`config.mk`:
```
export PLATFORM = sky130hd
export DESIGN_NAME = decode_scan
export DESIGN_NICKNAME = d
export VERILOG_FILES = /design/src/rtl/decode_scan.sv
export SDC_FILE = /design/constraint.sdc
export NUM_CORES = 1
export LEC_CHECK = 0
export ABC_AREA = 0
export CAP_MARGIN = 20
export CELL_PAD_IN_SITES_DETAIL_PLACEMENT = 1
export CELL_PAD_IN_SITES_GLOBAL_PLACEMENT = 2
export CORE_ASPECT_RATIO = 0.9
export CORE_MARGIN = 3
export CORE_UTILIZATION = 35
export CTS_CLUSTER_SIZE = 24
export DETAILED_ROUTE_END_ITERATION = 7
export PLACE_DENSITY = 0.8
export SYNTH_ARGS = -nofsm -noshare
export SYNTH_HDL_FRONTEND = slang
export SYNTH_SLANG_ARGS = --single-unit
export TNS_END_PERCENT = 20
```
`constraint.sdc`:
```
create_clock -name clk -period 3.7 [get_ports clk]
set_input_delay 0.74 -clock clk [delete_from_list [all_inputs] [get_ports clk]]
set_output_delay 0.74 -clock clk [all_outputs]
set_load 0.02 [all_outputs]
```
`src/rtl/decode_scan.sv`:
```
// Switch-to-LED one-hot decoder with synchronised/debounced select,
// auto-scan running light, programmable scan rate/direction and output enable.
module decode_scan #(
  parameter int unsigned SEL_W      = 3,
  parameter bit          ACTIVE_LOW = 1'b1,
  parameter int unsigned DEB_CYC    = 4,
  parameter int unsigned SCAN_DIV   = 12000000,
  localparam int unsigned OUT_W     = 2 ** SEL_W
) (
  input  logic             clk,
  input  logic             rst,
  input  logic [SEL_W-1:0] sel,
  input  logic             en,
  input  logic             mode,
  input  logic             dir,
  output logic [OUT_W-1:0] code,
  output logic [SEL_W-1:0] idx,
  output logic             step
);

  localparam int unsigned DW = (DEB_CYC > 1) ? $clog2(DEB_CYC) : 1;
  localparam int unsigned PW = (SCAN_DIV > 1) ? $clog2(SCAN_DIV) : 1;
  localparam logic [DW-1:0]    DEB_LAST = DW'(DEB_CYC - 1);
  localparam logic [PW-1:0]    PRE_LAST = PW'(SCAN_DIV - 1);
  localparam logic [OUT_W-1:0] ALL_OFF  = {OUT_W{ACTIVE_LOW}};

  typedef enum logic {ST_STATIC, ST_SCAN} state_t;

  logic [SEL_W-1:0] sync1, sync2, cand, deb_sel;
  logic [DW-1:0]    deb_cnt;
  state_t           state, state_nxt;
  logic [PW-1:0]    presc, presc_nxt;
  logic [SEL_W-1:0] idx_nxt;
  logic             step_nxt;
  logic [OUT_W-1:0] code_nxt;

  // Index i lights bit OUT_W-1-i, which is simply bit ~i.
  function automatic logic [OUT_W-1:0] decode(input logic [SEL_W-1:0] i);
    logic [OUT_W-1:0] v;
    v     = '0;
    v[~i] = 1'b1;
    return ACTIVE_LOW ? ~v : v;
  endfunction

  // Two-flop synchroniser followed by a stability counter.
  always_ff @(posedge clk) begin
    if (rst) begin
      sync1   <= '0;
      sync2   <= '0;
      cand    <= '0;
      deb_cnt <= '0;
      deb_sel <= '0;
    end else begin
      sync1 <= sel;
      sync2 <= sync1;
      if (sync2 != cand) begin
        cand    <= sync2;
        deb_cnt <= '0;
      end else if (deb_cnt != DEB_LAST) begin
        deb_cnt <= deb_cnt + DW'(1);
      end
      if (deb_cnt == DEB_LAST) begin
        deb_sel <= cand;
      end
    end
  end

  // Scan control: enable freezes everything; mode entry beats terminal count.
  always_comb begin
    state_nxt = state;
    presc_nxt = presc;
    idx_nxt   = idx;
    step_nxt  = 1'b0;
    code_nxt  = ALL_OFF;
    if (en) begin
      state_nxt = mode ? ST_SCAN : ST_STATIC;
      if (!mode || state == ST_STATIC) begin
        idx_nxt   = deb_sel;
        presc_nxt = '0;
      end else if (presc == PRE_LAST) begin
        presc_nxt = '0;
        idx_nxt   = dir ? idx - SEL_W'(1) : idx + SEL_W'(1);
        step_nxt  = 1'b1;
      end else begin
        presc_nxt = presc + PW'(1);
      end
      code_nxt = decode(idx_nxt);
    end
  end

  always_ff @(posedge clk) begin
    if (rst) begin
      state <= ST_STATIC;
      presc <= '0;
      idx   <= '0;
      step  <= 1'b0;
      code  <= ALL_OFF;
    end else begin
      state <= state_nxt;
      presc <= presc_nxt;
      idx   <= idx_nxt;
      step  <= step_nxt;
      code  <= code_nxt;
    end
  end

endmodule

```
==> metrics.txt <==
# TYPE chip_impl_metric gauge
chip_impl_metric{name="drt_drc_violations_left",unit=""} 0
chip_impl_metric{name="io_buffers",unit=""} 19
chip_impl_metric{name="ctsHtreeMaxLevel",unit=""} 2
chip_impl_metric{name="grt.overflow.total",unit=""} 0
chip_impl_metric{name="worst-endpoint-arrival",unit="ns"} 2.82
chip_impl_metric{name="reg2regPathDepth",unit=""} 6
chip_impl_metric{name="power.density_cell_area",unit="mW/mm^2"} 368.5
chip_impl_metric{name="cts_post_setup_buffers_inserted",unit=""} 0
chip_impl_metric{name="p_switching",unit="uW"} 250.1
chip_impl_metric{name="switching_share",unit=""} 0.2562
chip_impl_info{name="ys.flop_type",value="dfxtp_1"} 1
chip_impl_info{name="timing_worst_setup_path_type",value="reg -> reg"} 1
chip_impl_info{name="worst_hold_path_type",value="reg -> reg"} 1
chip_impl_metric{name="core_area",unit="mm^2"} 0.006216
chip_impl_metric{name="setup_viol_count_final",unit=""} 0
chip_impl_metric{name="clock_sink_count",unit=""} 51
chip_impl_metric{name="synthArstFlopShare",unit=""} 0
chip_impl_metric{name="worstSkewPairLatency",unit="ns"} 0.32
chip_impl_info{name="cts-root-buf",value="clkbuf_8"} 1
chip_impl_metric{name="dp.final_hpwl",unit="mm"} 3.794
chip_impl_metric{name="syn_avg_cell_area",unit="um^2"} 9.079
chip_impl_metric{name="numCtsBuffers",unit=""} 5
chip_impl_metric{name="drtPass1Iterations",unit=""} 4
chip_impl_metric{name="synth_seq_cells",unit=""} 51
chip_impl_metric{name="ys_warn_count",unit=""} 0
chip_impl_metric{name="hold-path-cell-count",unit=""} 1
chip_impl_metric{name="netlist_area",unit="mm^2"} 0.002270
chip_impl_metric{name="finClkSkew",unit="ns"} 0.01124
chip_impl_metric{name="critical_path.max_fanout",unit=""} 18
chip_impl_metric{name="areaGrowthSynthToFinish",unit="%"} 16.70
chip_impl_metric{name="power_leakage",unit="nW"} 0.8791
chip_impl_metric{name="layout.area.seq",unit="mm^2"} 0.001021
chip_impl_metric{name="pwr-share-seq",unit=""} 0.578
chip_impl_metric{name="post_drt_wl_per_cell",unit="um"} 14.65
chip_impl_info{name="crit_path_end_kind",value="flip-flop"} 1
chip_impl_metric{name="worst_pin_slew",unit="ns"} 0.8352
chip_impl_metric{name="drv.max_cap_violation_count",unit=""} 0
chip_impl_metric{name="pin_count",unit=""} 20
chip_impl_metric{name="gp_congestion",unit=""} 0.7401
chip_impl_metric{name="groute.usage.overall",unit=""} 0.1533
chip_impl_metric{name="timing_max_transition_violations_final",unit=""} 0
chip_impl_metric{name="first_global_vias",unit=""} 1858
chip_impl_metric{name="start_util",unit=""} 0.3651
chip_impl_info{name="outcome",value="complete, no violations"} 1
chip_impl_metric{name="grt_pass1_wl",unit="mm"} 9.101
chip_impl_info{name="worstHoldEndpoint",value="sync2[2]"} 1
chip_impl_metric{name="p_int",unit="uW"} 726.1
chip_impl_metric{name="path_clk_slew",unit="ns"} 0.11
chip_impl_metric{name="drt_wl_total",unit="mm"} 5.261
chip_impl_metric{name="final.hold.worst_slack",unit="ns"} 0.4519
chip_impl_metric{name="ys_seq_area_frac",unit=""} 0.4498
chip_impl_metric{name="post_synth_inst_count",unit=""} 250
chip_impl_metric{name="num_antenna_cells",unit=""} 0
chip_impl_metric{name="maxClockFrequency",unit="MHz"} 379.2
chip_impl_metric{name="grt_start_max_net_pins",unit=""} 19
chip_impl_info{name="cts_tree",value="yes"} 1
chip_impl_metric{name="fillCellCount",unit=""} 752
chip_impl_metric{name="placement_rows",unit=""} 27
chip_impl_metric{name="synth_nets",unit=""} 261
chip_impl_metric{name="timing.max_slew.rel_slack",unit=""} 0.4389
chip_impl_metric{name="layout.nets",unit=""} 282
chip_impl_metric{name="min_period_over_period",unit=""} 0.7128
chip_impl_metric{name="critPathRequiredTime",unit="ns"} 3.89
chip_impl_metric{name="clockBufferDepth",unit=""} 2
chip_impl_metric{name="holdBufCountCts",unit=""} 0
chip_impl_metric{name="die_y",unit="um"} 82.40
chip_impl_metric{name="synth-edff-count",unit=""} 0
chip_impl_metric{name="total_number_of_vias",unit=""} 1882
chip_impl_metric{name="peakVddDrop",unit="V"} 0.0002134
chip_impl_metric{name="final_report_hold_violation_count",unit=""} 0
chip_impl_info{name="worstSetupStartpointType",value="flip-flop"} 1
chip_impl_metric{name="die-area",unit="mm^2"} 0.007488
chip_impl_metric{name="cts_repair_resize_count",unit=""} 0
chip_impl_metric{name="initialDrtViolationCount",unit=""} 137
chip_impl_metric{name="share_clk_of_total_power",unit=""} 0.355
chip_impl_metric{name="detail-route-antenna-nets",unit=""} 0
chip_impl_metric{name="antenna_found_initial",unit=""} 0
chip_impl_metric{name="post_drt_via_cell_ratio",unit=""} 5.242
chip_impl_info{name="r2r_start",value="presc[0]"} 1
chip_impl_info{name="grt_setup_unrepaired",value="false"} 1
chip_impl_metric{name="combinational_share_of_power",unit=""} 0.068
chip_impl_metric{name="setup_total_negative_slack",unit="ns"} 0
chip_impl_metric{name="drive_above_1_share",unit=""} 0.08088
chip_impl_metric{name="dieWidth",unit="um"} 90.89
chip_impl_metric{name="reg2reg_slack",unit="ns"} 1.06
chip_impl_info{name="hold_path_startpoint",value="sync1[2]"} 1
chip_impl_metric{name="yosys.cell_types.count",unit=""} 46
chip_impl_metric{name="period_needed",unit="ns"} 2.637
chip_impl_info{name="r2r-end",value="presc[13]"} 1
chip_impl_metric{name="multiInputGateArea",unit="mm^2"} 0.001185
-- critical path, cell delays in order, from the launching register on --
cell	delay, ns
dfxtp_1	0.38
ha_1	0.23
nand4_1	0.29
nor3_1	0.73
a21oi_4	0.23
o21ai_4	0.53
nor2_1	0.11
-- registers in the layout, summed over array words and instances, names as in the netlist --
signal and flops:
cand 3, code 8, deb_cnt 2, deb_sel 3, idx 3, presc 24, state 1, step 1
sync1 3, sync2 3
-- cell usage after synthesis (all sizes together), types with 2 or more instances --
cell	number	area (um^2)
o22ai	2	12.51
mux2i	5	50.05
a31oi	3	18.77
clkbuf	7	26.28
nand2	12	45.04
xor2	9	78.83
and2	2	12.51
dfxtp	51	1021
nor2	33	123.9
nand3	20	100.1
and3	5	31.28
nor4	4	40.04
inv	7	26.28
a211oi	2	15.01
nor2b	10	62.56
ha	2	25.02
xnor2	13	113.9
nand4	11	68.82
a31o	3	26.28
nor3	10	60.06
o21ai	6	41.29
a21oi	12	71.32
or4b	4	43.79
-- cells in the final DEF, fill, tap and decap left out, types with 2 or more instances in the layout --
master	n
a31o_2	3
xnor2_1	13
nor3_1	8
clkbuf_8	5
mux2i_1	5
ha_1	2
nand2_1	12
inv_1	7
a21oi_1	11
a211oi_1	2
nor2_1	33
nor3_2	2
nor2b_1	10
and3_1	5
nand4_1	11
or4b_2	2
nor4_1	3
and2_1	2
a31oi_1	3
dfxtp_1	51
o22ai_1	2
clkdlybuf4s50_1	19
inv_6	2
o21ai_0	5
nand3_1	20
xor2_1	9
buf_4	3
-- cell type report --
type / count / share of cell area
multi-input combinational: 184 / 0.4473
clock buffer: 5 / 0.02598
tap: 87 / 0.04110
inverter: 7 / 0.009920
sequential: 51 / 0.3855
clock inverter: 3 / 0.009920
timing repair buffer: 22 / 0.08030
-- power groups by stage --
stage / combinational (mW) / clock, mW / sequential (mW)
after floorplan: 0.0393 / 0 / 0.578
after detailed placement: 0.0665 / 0 / 0.577
after global placement: 0.0654 / 0 / 0.576
after CTS: 0.0667 / 0.359 / 0.564
final: 0.0659 / 0.346 / 0.564
after global routing: 0.0740 / 0.377 / 0.565
-- routing by layer --
| metal | part of all wire | vias to the layer above | global-route usage |
|---|---|---|---|
| met5 | 0 | - | 0 |
| met4 | 0.017 | 0 | 0.05873 |
| met3 | 0.026 | 8 | 0.02808 |
| met2 | 0.43 | 24 | 0.2354 |
| met1 | 0.53 | 915 | 0.2157 |
| li1 | - | 935 | - |
-- worst max-delay path by stage --
stage / startpoint / end / slack (ns) / cells past startpoint
2_1_floorplan: dir / code[0] / 1.54 / 6
3_3_place_gp: dir / code[3] / 0.90 / 7
3_5_place_dp: dir / code[0] / 0.82 / 7
4_1_cts: presc[0] / presc[13] / 1.09 / 6
5_1_grt: presc[0] / presc[15] / 0.81 / 6
6_report: presc[0] / presc[13] / 1.06 / 6
-- through the flow --
step	utilization	cell area [um^2]	worst slack (ns)	total power, mW	cells
5_1_grt	0.4261	2649	0.8099	1.016	359
6_report	0.4261	2649	1.063	0.9762	359
2_1_floorplan	-	2270	1.537	0.6175	250
3_3_place_gp	0.4108	2554	0.9041	0.6417	351
4_1_cts	0.4261	2649	1.092	0.9898	359
3_5_place_dp	0.4108	2554	0.8181	0.6434	351
-- logic make-up after synthesis --
kind of cell / Yosys count / share of synthesized area
compound gates: 37 / 0.1147
xor+xnor: 22 / 0.08490
fa+ha+maj: 3 / 0.01984
buf+inv: 15 / 0.02812
flops: 51 / 0.4498
mux: 5 / 0.02205
simple gates: 117 / 0.2806
Power figures use the tool's default switching activity.
